$ cat src/rtl/game_pkg.sv
// Shared types and helpers for the flappy bird game sequencer:
// FSM state encodings, frame tick line, BCD width and BCD increment.
package game_pkg;

  typedef enum logic [1:0] {
    ST_IDLE  = 2'd0,
    ST_PLAY  = 2'd1,
    ST_DYING = 2'd2,
    ST_OVER  = 2'd3
  } state_t;

  localparam int TICK_LINE = 480;
  localparam int BCD_W     = 8;

  localparam logic [BCD_W-1:0] BCD_MAX = 8'h99;

  // Two-digit BCD increment that holds at 99.
  function automatic logic [BCD_W-1:0] bcd_inc(
    input logic [BCD_W-1:0] v
  );
    logic [BCD_W-1:0] r;
    if (v == BCD_MAX)
      r = v;
    else if (v[3:0] == 4'd9)
      r = {v[7:4] + 4'd1, 4'd0};
    else
      r = {v[7:4], v[3:0] + 4'd1};
    return r;
  endfunction

endpackage

$ cat src/rtl/game_sequencer_if.sv
// Bundle between the game sequencer and the bird/wall movers.
// master: sequencer (drives tick/run/reset/flap, reads collide/wall_passed).
interface game_sequencer_if;

  logic frame_tick;
  logic game_run;
  logic movers_rst;
  logic flap_pulse;
  logic collide;
  logic wall_passed;

  modport master (
    output frame_tick,
    output game_run,
    output movers_rst,
    output flap_pulse,
    input  collide,
    input  wall_passed
  );

  modport slave (
    input  frame_tick,
    input  game_run,
    input  movers_rst,
    input  flap_pulse,
    output collide,
    output wall_passed
  );

endinterface

$ cat src/rtl/btn_debounce.sv
// Button debouncer: 2-flop sync, stability counter, press strobe.
// Ports: i_clk, i_rst_n (sync, active low), i_btn raw, o_press strobe.
module btn_debounce #(
  parameter int DEBOUNCE_CYCLES = 1_000_000,
  parameter int CNT_W           = 20
) (
  input  logic i_clk,
  input  logic i_rst_n,
  input  logic i_btn,
  output logic o_press
);

  logic             r_s0;
  logic             r_s1;
  logic             r_level;
  logic             r_level_d;
  logic [CNT_W-1:0] r_cnt;

  always_ff @(posedge i_clk) begin
    if (!i_rst_n) begin
      r_s0      <= 1'b0;
      r_s1      <= 1'b0;
      r_level   <= 1'b0;
      r_level_d <= 1'b0;
      r_cnt     <= '0;
    end else begin
      r_s0      <= i_btn;
      r_s1      <= r_s0;
      r_level_d <= r_level;
      // Any return to the accepted level restarts the count.
      if (r_s1 != r_level) begin
        if (r_cnt == CNT_W'(DEBOUNCE_CYCLES - 1)) begin
          r_level <= ~r_level;
          r_cnt   <= '0;
        end else begin
          r_cnt <= r_cnt + 1'b1;
        end
      end else begin
        r_cnt <= '0;
      end
    end
  end

  assign o_press = r_level & ~r_level_d;

endmodule

$ cat src/rtl/game_sequencer.sv
// Flappy bird game controller: frame tick, button debounce, phase FSM,
// BCD score/best. Ports: CLK, rst_n, v_counter, btn_flap, btn_start,
// mv (mover bundle), score, best, state, status.
module game_sequencer
  import game_pkg::*;
#(
  parameter int DEBOUNCE_CYCLES = 1_000_000,
  parameter int DEATH_FRAMES    = 60,
  parameter int CNT_W           = 20
) (
  input  logic                CLK,
  input  logic                rst_n,
  input  logic [9:0]          v_counter,
  input  logic                btn_flap,
  input  logic                btn_start,
  game_sequencer_if.master    mv,
  output logic [BCD_W-1:0]    score,
  output logic [BCD_W-1:0]    best,
  output logic [1:0]          state,
  output logic [15:0]         status
);

  localparam int DW = $clog2(DEATH_FRAMES + 1);

  logic [9:0]       r_vc0;
  logic [9:0]       r_vc1;
  logic [9:0]       r_vc_prev;
  logic             w_tick;
  logic             w_flap_press;
  logic             w_start_press;
  logic             w_flap;
  state_t           r_state;
  logic [BCD_W-1:0] r_score;
  logic [BCD_W-1:0] r_best;
  logic             r_game_run;
  logic             r_movers_rst;
  logic             r_boot;
  logic [DW-1:0]    r_death;

  // v_counter comes from the pixel clock domain.
  always_ff @(posedge CLK) begin
    if (!rst_n) begin
      r_vc0     <= '0;
      r_vc1     <= '0;
      r_vc_prev <= '0;
    end else begin
      r_vc0     <= v_counter;
      r_vc1     <= r_vc0;
      r_vc_prev <= r_vc1;
    end
  end

  assign w_tick = (r_vc1 == 10'(TICK_LINE)) &&
                  (r_vc_prev != 10'(TICK_LINE));

  btn_debounce #(
    .DEBOUNCE_CYCLES (DEBOUNCE_CYCLES),
    .CNT_W           (CNT_W)
  ) u_db_flap (
    .i_clk   (CLK),
    .i_rst_n (rst_n),
    .i_btn   (btn_flap),
    .o_press (w_flap_press)
  );

  btn_debounce #(
    .DEBOUNCE_CYCLES (DEBOUNCE_CYCLES),
    .CNT_W           (CNT_W)
  ) u_db_start (
    .i_clk   (CLK),
    .i_rst_n (rst_n),
    .i_btn   (btn_start),
    .o_press (w_start_press)
  );

  // Flap goes out in the press cycle; a collision suppresses it.
  assign w_flap = (r_state == ST_PLAY) & w_flap_press & ~mv.collide;

  always_ff @(posedge CLK) begin
    if (!rst_n) begin
      r_state      <= ST_IDLE;
      r_score      <= '0;
      r_best       <= '0;
      r_game_run   <= 1'b0;
      r_movers_rst <= 1'b0;
      r_boot       <= 1'b1;
      r_death      <= '0;
    end else begin
      // r_boot gives the single mover reset after reset release.
      r_boot       <= 1'b0;
      r_movers_rst <= r_boot;
      unique case (r_state)
        ST_IDLE: begin
          if (w_start_press | w_flap_press) begin
            r_movers_rst <= 1'b1;
            r_score      <= '0;
            r_game_run   <= 1'b1;
            r_state      <= ST_PLAY;
          end
        end
        ST_PLAY: begin
          if (mv.collide) begin
            r_death    <= '0;
            r_game_run <= 1'b0;
            r_state    <= ST_DYING;
          end else if (mv.wall_passed) begin
            r_score <= bcd_inc(r_score);
          end
        end
        ST_DYING: begin
          if (w_tick) begin
            if (r_death == DW'(DEATH_FRAMES - 1)) begin
              r_state <= ST_OVER;
              // Packed BCD orders like plain unsigned.
              if (r_score > r_best)
                r_best <= r_score;
            end else begin
              r_death <= r_death + 1'b1;
            end
          end
        end
        ST_OVER: begin
          if (w_start_press) begin
            r_movers_rst <= 1'b1;
            r_score      <= '0;
            r_game_run   <= 1'b1;
            r_state      <= ST_PLAY;
          end
        end
        default: r_state <= ST_IDLE;
      endcase
    end
  end

  assign mv.frame_tick = w_tick;
  assign mv.game_run   = r_game_run;
  assign mv.movers_rst = r_movers_rst;
  assign mv.flap_pulse = w_flap;

  assign score  = r_score;
  assign best   = r_best;
  assign state  = r_state;
  assign status = (r_state == ST_OVER) ?
                  {r_score, r_best} :
                  {r_score, 6'b0, r_state};

endmodule

$ cat src/flat_wrapper.sv
// flat-port wrapper written by rule: the top's interface ports become plain ports
module game_sequencer_flat import game_pkg::*;
#(
  parameter int DEBOUNCE_CYCLES = 1_000_000,
  parameter int DEATH_FRAMES    = 60,
  parameter int CNT_W           = 20
)
  (CLK, rst_n, v_counter, btn_flap, btn_start, score, best, state, status, mv_frame_tick, mv_game_run, mv_movers_rst, mv_flap_pulse, mv_collide, mv_wall_passed);
  game_sequencer_if mv_i ();
  input  logic CLK;
  input  logic rst_n;
  input  logic [9:0] v_counter;
  input  logic btn_flap;
  input  logic btn_start;
  output logic [BCD_W-1:0] score;
  output logic [BCD_W-1:0] best;
  output logic [1:0] state;
  output logic [15:0] status;
  output wire logic [$bits(mv_i.frame_tick)-1:0] mv_frame_tick;
  output wire logic [$bits(mv_i.game_run)-1:0] mv_game_run;
  output wire logic [$bits(mv_i.movers_rst)-1:0] mv_movers_rst;
  output wire logic [$bits(mv_i.flap_pulse)-1:0] mv_flap_pulse;
  input wire logic [$bits(mv_i.collide)-1:0] mv_collide;
  input wire logic [$bits(mv_i.wall_passed)-1:0] mv_wall_passed;
  assign mv_frame_tick = mv_i.frame_tick;
  assign mv_game_run = mv_i.game_run;
  assign mv_movers_rst = mv_i.movers_rst;
  assign mv_flap_pulse = mv_i.flap_pulse;
  assign mv_i.collide = mv_collide;
  assign mv_i.wall_passed = mv_wall_passed;
  game_sequencer #(.DEBOUNCE_CYCLES(DEBOUNCE_CYCLES), .DEATH_FRAMES(DEATH_FRAMES), .CNT_W(CNT_W)) u_core (.CLK(CLK), .rst_n(rst_n), .v_counter(v_counter), .btn_flap(btn_flap), .btn_start(btn_start), .mv(mv_i), .score(score), .best(best), .state(state), .status(status));
endmodule
$ cat config.mk
export PLATFORM = sky130hd
export DESIGN_NAME = game_sequencer_flat
export DESIGN_NICKNAME = d
export VERILOG_FILES = /design/src/rtl/game_pkg.sv /design/src/rtl/game_sequencer_if.sv /design/src/rtl/btn_debounce.sv /design/src/rtl/game_sequencer.sv /design/src/flat_wrapper.sv
export SDC_FILE = /design/constraint.sdc
export NUM_CORES = 1
export LEC_CHECK = 0
export ABC_AREA = 1
export BUFFER_PORTS_ARGS = -buffer_cell sky130_fd_sc_hd__buf_2
export CAP_MARGIN = 20
export CORE_MARGIN = 3
export CORE_UTILIZATION = 45
export DETAILED_ROUTE_END_ITERATION = 16
export SYNTH_ARGS = -nofsm -noshare
export SYNTH_HDL_FRONTEND = slang
export SYNTH_HIERARCHICAL = 1
export SYNTH_SLANG_ARGS = --single-unit
$ cat constraint.sdc
create_clock -name CLK -period 1.9 [get_ports CLK]
set_input_delay 0.285 -clock CLK [delete_from_list [all_inputs] [get_ports CLK]]
set_output_delay 0.285 -clock CLK [all_outputs]
set_load 0.01 [all_outputs]
-- Word-level counts from Yosys, hierarchy flattened
Cells that the tools add are included.
- bitwise gates (word level): 13
- eq/ne operators: 22
- add/subtract/negate cells: 5
- multiplexer cells: 26
- magnitude comparators: 1
- reduce and logical (&&, ||, !) cells: 14
- operators by type and width (cell ; count):
    8-bit 2-to-1 mux ; 7
    20-bit by 1-bit adder with 20-bit output (second input constant) ; 2
    20-bit equality test (second input constant) ; 2
    8-bit case mux with 3 select lines ; 1
    6-bit 2-to-1 mux ; 3
    2-bit != test (second input constant) ; 7
    6-bit case mux with 2 select lines ; 1
    4-bit AND reduction ; 3
    10-bit by 9-bit equality test with 1-bit output (second input constant) ; 1
    2-bit 2-to-1 mux ; 5
    10-bit by 9-bit != test with 1-bit output (second input constant) ; 1
    4-bit by 1-bit adder with 4-bit output (second input constant) ; 2
    8-bit equality test (second input constant) ; 1
    8-bit > comparator ; 1
    1-bit inverter ; 8
    2-bit case mux with 4 select lines ; 1
    7-bit AND reduction ; 1
    6-bit by 1-bit adder with 6-bit output (second input constant) ; 1
    6-bit equality test (second input constant) ; 1
    1-bit 2-to-1 mux ; 6
    2-bit by 1-bit != test with 1-bit output (second input constant) ; 3
    6-bit AND reduction ; 1
    3-bit OR reduction ; 2
    5-bit AND reduction ; 1
    other kinds (13) ; 19
- output and inout bits: 38
- bits in registers: 105

-- Depth between registers and ports, before layout
- depth in word-level cells: 6
- depth in mapped cells: 12

-- Cells and area by module
Netlist, hierarchy kept.
- by module, submodules not included (module ; times used ; cells each ; area an instance (µm²)):
    game_sequencer ; 1 ; 391 ; 2802.7
    btn_debounce ; 2 ; 164 ; 1143.6

-- Least setup slack after synthesis
OpenSTA, ideal clock, no wires.
- kind: register to register
- from: reg u_core.r_state[0] (netlist: u_core/state[0])
- to: reg u_core.r_score[6] (netlist: u_core/score[6])
- setup slack: 256 ps
- arrival time: 1535 ps
- path buffers: 1
- stages on the path, launching flop included: 12
- cell sequence: dfxtp_1 inv_1 ha_1 buf_4 inv_2 nand3_1 nor2_1 nand3_1 nand2_1 nand2_1 nand2_1 inv_1
- cells in the longest elaborated chain, start to end: 3
- elaborated cells between the ends (all ways): 12
- classes of those cells: 8 x eq/ne; 1 x mux; 3 x reduce/logical
- ends and longest elaborated chain (element ; RTL line ; text):
    start: declaration ; game_sequencer.sv:32 ; state_t r_state;
    start signal: assignment ; game_sequencer.sv:81 ; r_state <= ST_IDLE;
    start signal: assignment ; game_sequencer.sv:98 ; r_state <= ST_PLAY;
    start signal: assignment ; game_sequencer.sv:105 ; r_state <= ST_DYING;
    2-bit by 1-bit equality test with 1-bit output, or another cell as far along ; game_sequencer.sv:92 ; unique case (r_state)
    2-bit != test (no source line), or another cell as far along ; n/a ;
    7-bit AND reduction (no source line) ; n/a ;
    end signal: assignment ; game_sequencer.sv:107 ; r_score <= bcd_inc(r_score);
    end: declaration ; game_sequencer.sv:33 ; logic [BCD_W-1:0] r_score;
Parallel ways exist; a longest one is shown, timed or not.
A chain may end at the register's enable or synchronous reset.

-- Worst setup path after layout
- from: reg u_core.r_state[1] (netlist: u_core/state[1])
- to: out mv_flap_pulse
- cells in the longest elaborated chain, start to end: 3
- ends and longest elaborated chain (element ; RTL line ; text):
    2-bit by 1-bit equality test with 1-bit output ; game_sequencer.sv:77 ; assign w_flap = (r_state == ST_PLAY) & w_flap_press & ~mv.collide;
    1-bit AND (2 in a row) ; game_sequencer.sv:77 ;
    end: declaration ; flat_wrapper.sv:22 ; output wire logic [$bits(mv_i.flap_pulse)-1:0] mv_flap_pulse;
Every way passes these cells.

==> impl_metrics.tcl <==
set metrics [dict create \
    status "finished clean" \
    synth-xor-area-share 0.0327 \
    grt_pass1_wl_um 17300 \
    start_kind "flop" \
    die_area_sq_um 12600 \
    drive_gt1_frac 0.138 \
    grt_max_degree 37 \
    synth_compound_area_frac 0.0642 \
    grt_pass1_vias 3902 \
    area_delta_synth_final_pct 14.0 \
    worst_pin_slew_ns 0.362 \
    wl_um 10100 \
    slew_viol_final 0 \
    yosysMostFrequentCell "nand2_1" \
    firstDrtPassIters 6 \
    portBuffers 53 \
    cpMaxStageDelayCell "dfxtp_1" \
    min_path_cells 3 \
    post_synth_inst_count 719 \
    fin_nets 811 \
    synthSimpleGateAreaFrac 0.330 \
    drc_errors 0 \
    path_clk_slew_ns 0.07 \
    p_per_area_nw_per_um2 737 \
    syn_area_sq_um 5090 \
    routabilityCongestion 0.892 \
    avgSynthCellArea_sq_um 7.08 \
    die_height_um 112 \
    antenna_found_initial 0 \
    yosysUniqueCellTypes 34 \
    num_vias 4327 \
    fin_setup_tns_ns 0 \
    rows 38 \
    coreArea_sq_um 10900 \
    cts_tree "built" \
    synth_top_cells_by_count "nand2_1, nor2_1, inv_1" \
    critPathLaunch "u_core/state[1]" \
    r2r_start "u_core/best[7]" \
    synth_area_leader_cell "dfxtp_1" \
    cts_buffers 9 \
    clk_latency_ns 0.34 \
    hpwlAfterDp_um 7580 \
    hold_path_class "primary input to flop" \
    whs_endpoint "u_core/u_db_start/r_s0" \
    fp.dieW_um 112 \
    ir_drop_mv 0.599 \
    p_leak_nw 2.62 \
    grt.overflow.total 0 \
    track_usage 0.165 \
    io_pins 54 \
    ant_nets 0 \
    hold_viol_final 0 \
    synth-edff-count 0 \
    syn_nets 755 \
    synth_top_family_by_area "simple AND/OR/NAND/NOR gates" \
    htree_levels 3 \
    dr.first_iter.drc_count 171 \
    worst-setup-path-type "flop to output pin" \
    drv_cap 0 \
    timing.fmax_mhz 559 \
    hold_start "btn_start" \
    synth.area.top_cells "dfxtp_1, nand2_1, nor2_1" \
    stdcell_count 920 \
    antennaDiodeCount 0 \
    synth_fa_ha_area_frac 0.0492 \
    clockRootBuffer "clkbuf_16" \
    worstRegToRegCells 10 \
    yosys_register_bits 105 \
    cts_setup_buffers 0 \
    setup_viol 0 \
    start_util 0.465 \
    timing.rr.end "u_core/best[1]" \
    required_ns 1.62 \
    slew_headroom 0.758 \
    muxShareOfSynthArea 0 \
    cts_resized 0 \
    dp_cells 904 \
    fin_skew_ns 0.00667 \
    ctsLongestPathBuffers 2 \
    cp_max_fo 5 \
    yosysSeqAreaShare 0.413 \
    ff2ff_setup_slack_ns 0.14 \
    synth-main-ff-cell "dfxtp_1" \
    async_flop_share 0 \
    cts.sinks 105 \
    hold_buffers 0 \
    cpPeakStageDelay_ns 0.42 \
    critPathArrivalTime_ns 1.50 \
    yosysWarnings 6 \
    routedWlPerCell_um 10.9 \
    crit_path_end_kind "output pin" \
    rsz0062_at_grt "no" \
    viasPerCell 4.70 \
    post-route-min-period_ns 1.79 \
    timing.final.crit_share 0.941 \
    worstPathCellList "inv_1, ha_1, buf_4, nand2_1, nor2_1, buf_2" \
    synth_top_area_share 0.413 \
]
-- final cells by class --
type                       count  area, sq um
clock buffer                  10          239
clock inverter                 6         83.8
fill                        1075         5130
inverter                     110          413
multi-input combinational    483         2430
sequential                   105         2100
tap                          140          175
timing repair buffer          66          363
-- sequential cells by signal, indices dropped and copies added (netlist names), 6 cells and up --
name	count
u_core/r_vc1	10
u_core/score	8
u_core/u_db_flap/r_cnt	20
u_core/r_death	6
u_core/best	8
u_core/u_db_start/r_cnt	20
u_core/r_vc_prev	10
u_core/r_vc0	10
-- where the power goes --
group | switching [mW] | internal (mW)
combinational | 0.0608 | 0.0352
clock | 0.848 | 1.09
sequential | 0.00988 | 2.23
-- worst max-delay path by stage --
stage                      endpoint  slack (ns)  depth (start not counted)
floorplan           u_core/score[6]        0.26                         11
global placement    u_core/score[6]        0.13                         10
detailed placement   u_core/best[1]        0.08                         11
CTS                 u_core/score[6]        0.06                         10
global route         u_core/best[0]       0.007                         10
finish                mv_flap_pulse        0.11                          6
-- cells in the final DEF, fill, tap and decap left out, types with 7 or more instances in the layout --
cell type  count
nand2_1      169
nand4_1        7
xor2_1        15
buf_4         13
buf_2         53
ha_1          20
o21ai_0       14
nor2_1       121
dfxtp_1      104
nand3_1       47
nor3_1         8
clkbuf_16      9
inv_1        107
a21oi_1       37
-- logic make-up (layout without fill, tap and decap cells) --
| family | after synthesis | count (layout) |
|---|---|---|
| simple gates | 384 | 384 |
| buf+inv | 131 | 192 |
| flops | 105 | 105 |
| compound gates | 60 | 60 |
| fa+ha+maj | 20 | 20 |
| xor+xnor | 19 | 19 |
-- worst max-delay path, delay by kind of cell (launching register included) --
family        cells  cell delay, ns
simple gates      2            0.11
buf+inv           3            0.41
fa+ha+maj         1            0.22
flops             1            0.42
-- routing by layer --
layer  share of wire  GRT usage  vias to the layer above
met5               0          0                        -
met4           0.019     0.0713                        0
met3           0.034     0.0313                       16
met2            0.49      0.282                       73
met1            0.46      0.203                     1909
li1                -          -                     2329
-- per-stage QoR --
step	instance area [sq um]	hold WS, ns	utilization	power, mW	setup slack, ns
after floorplan	5090	0.378	-	2.35	0.256
after global placement	5480	0.399	0.501	2.39	0.132
after detailed placement	5480	0.398	0.501	2.39	0.0848
after CTS	5800	0.109	0.530	4.34	0.0631
after global routing	5800	0.120	0.531	4.46	0.00655
final	5800	0.122	0.531	4.28	0.111
Power figures use the tool's default switching activity.
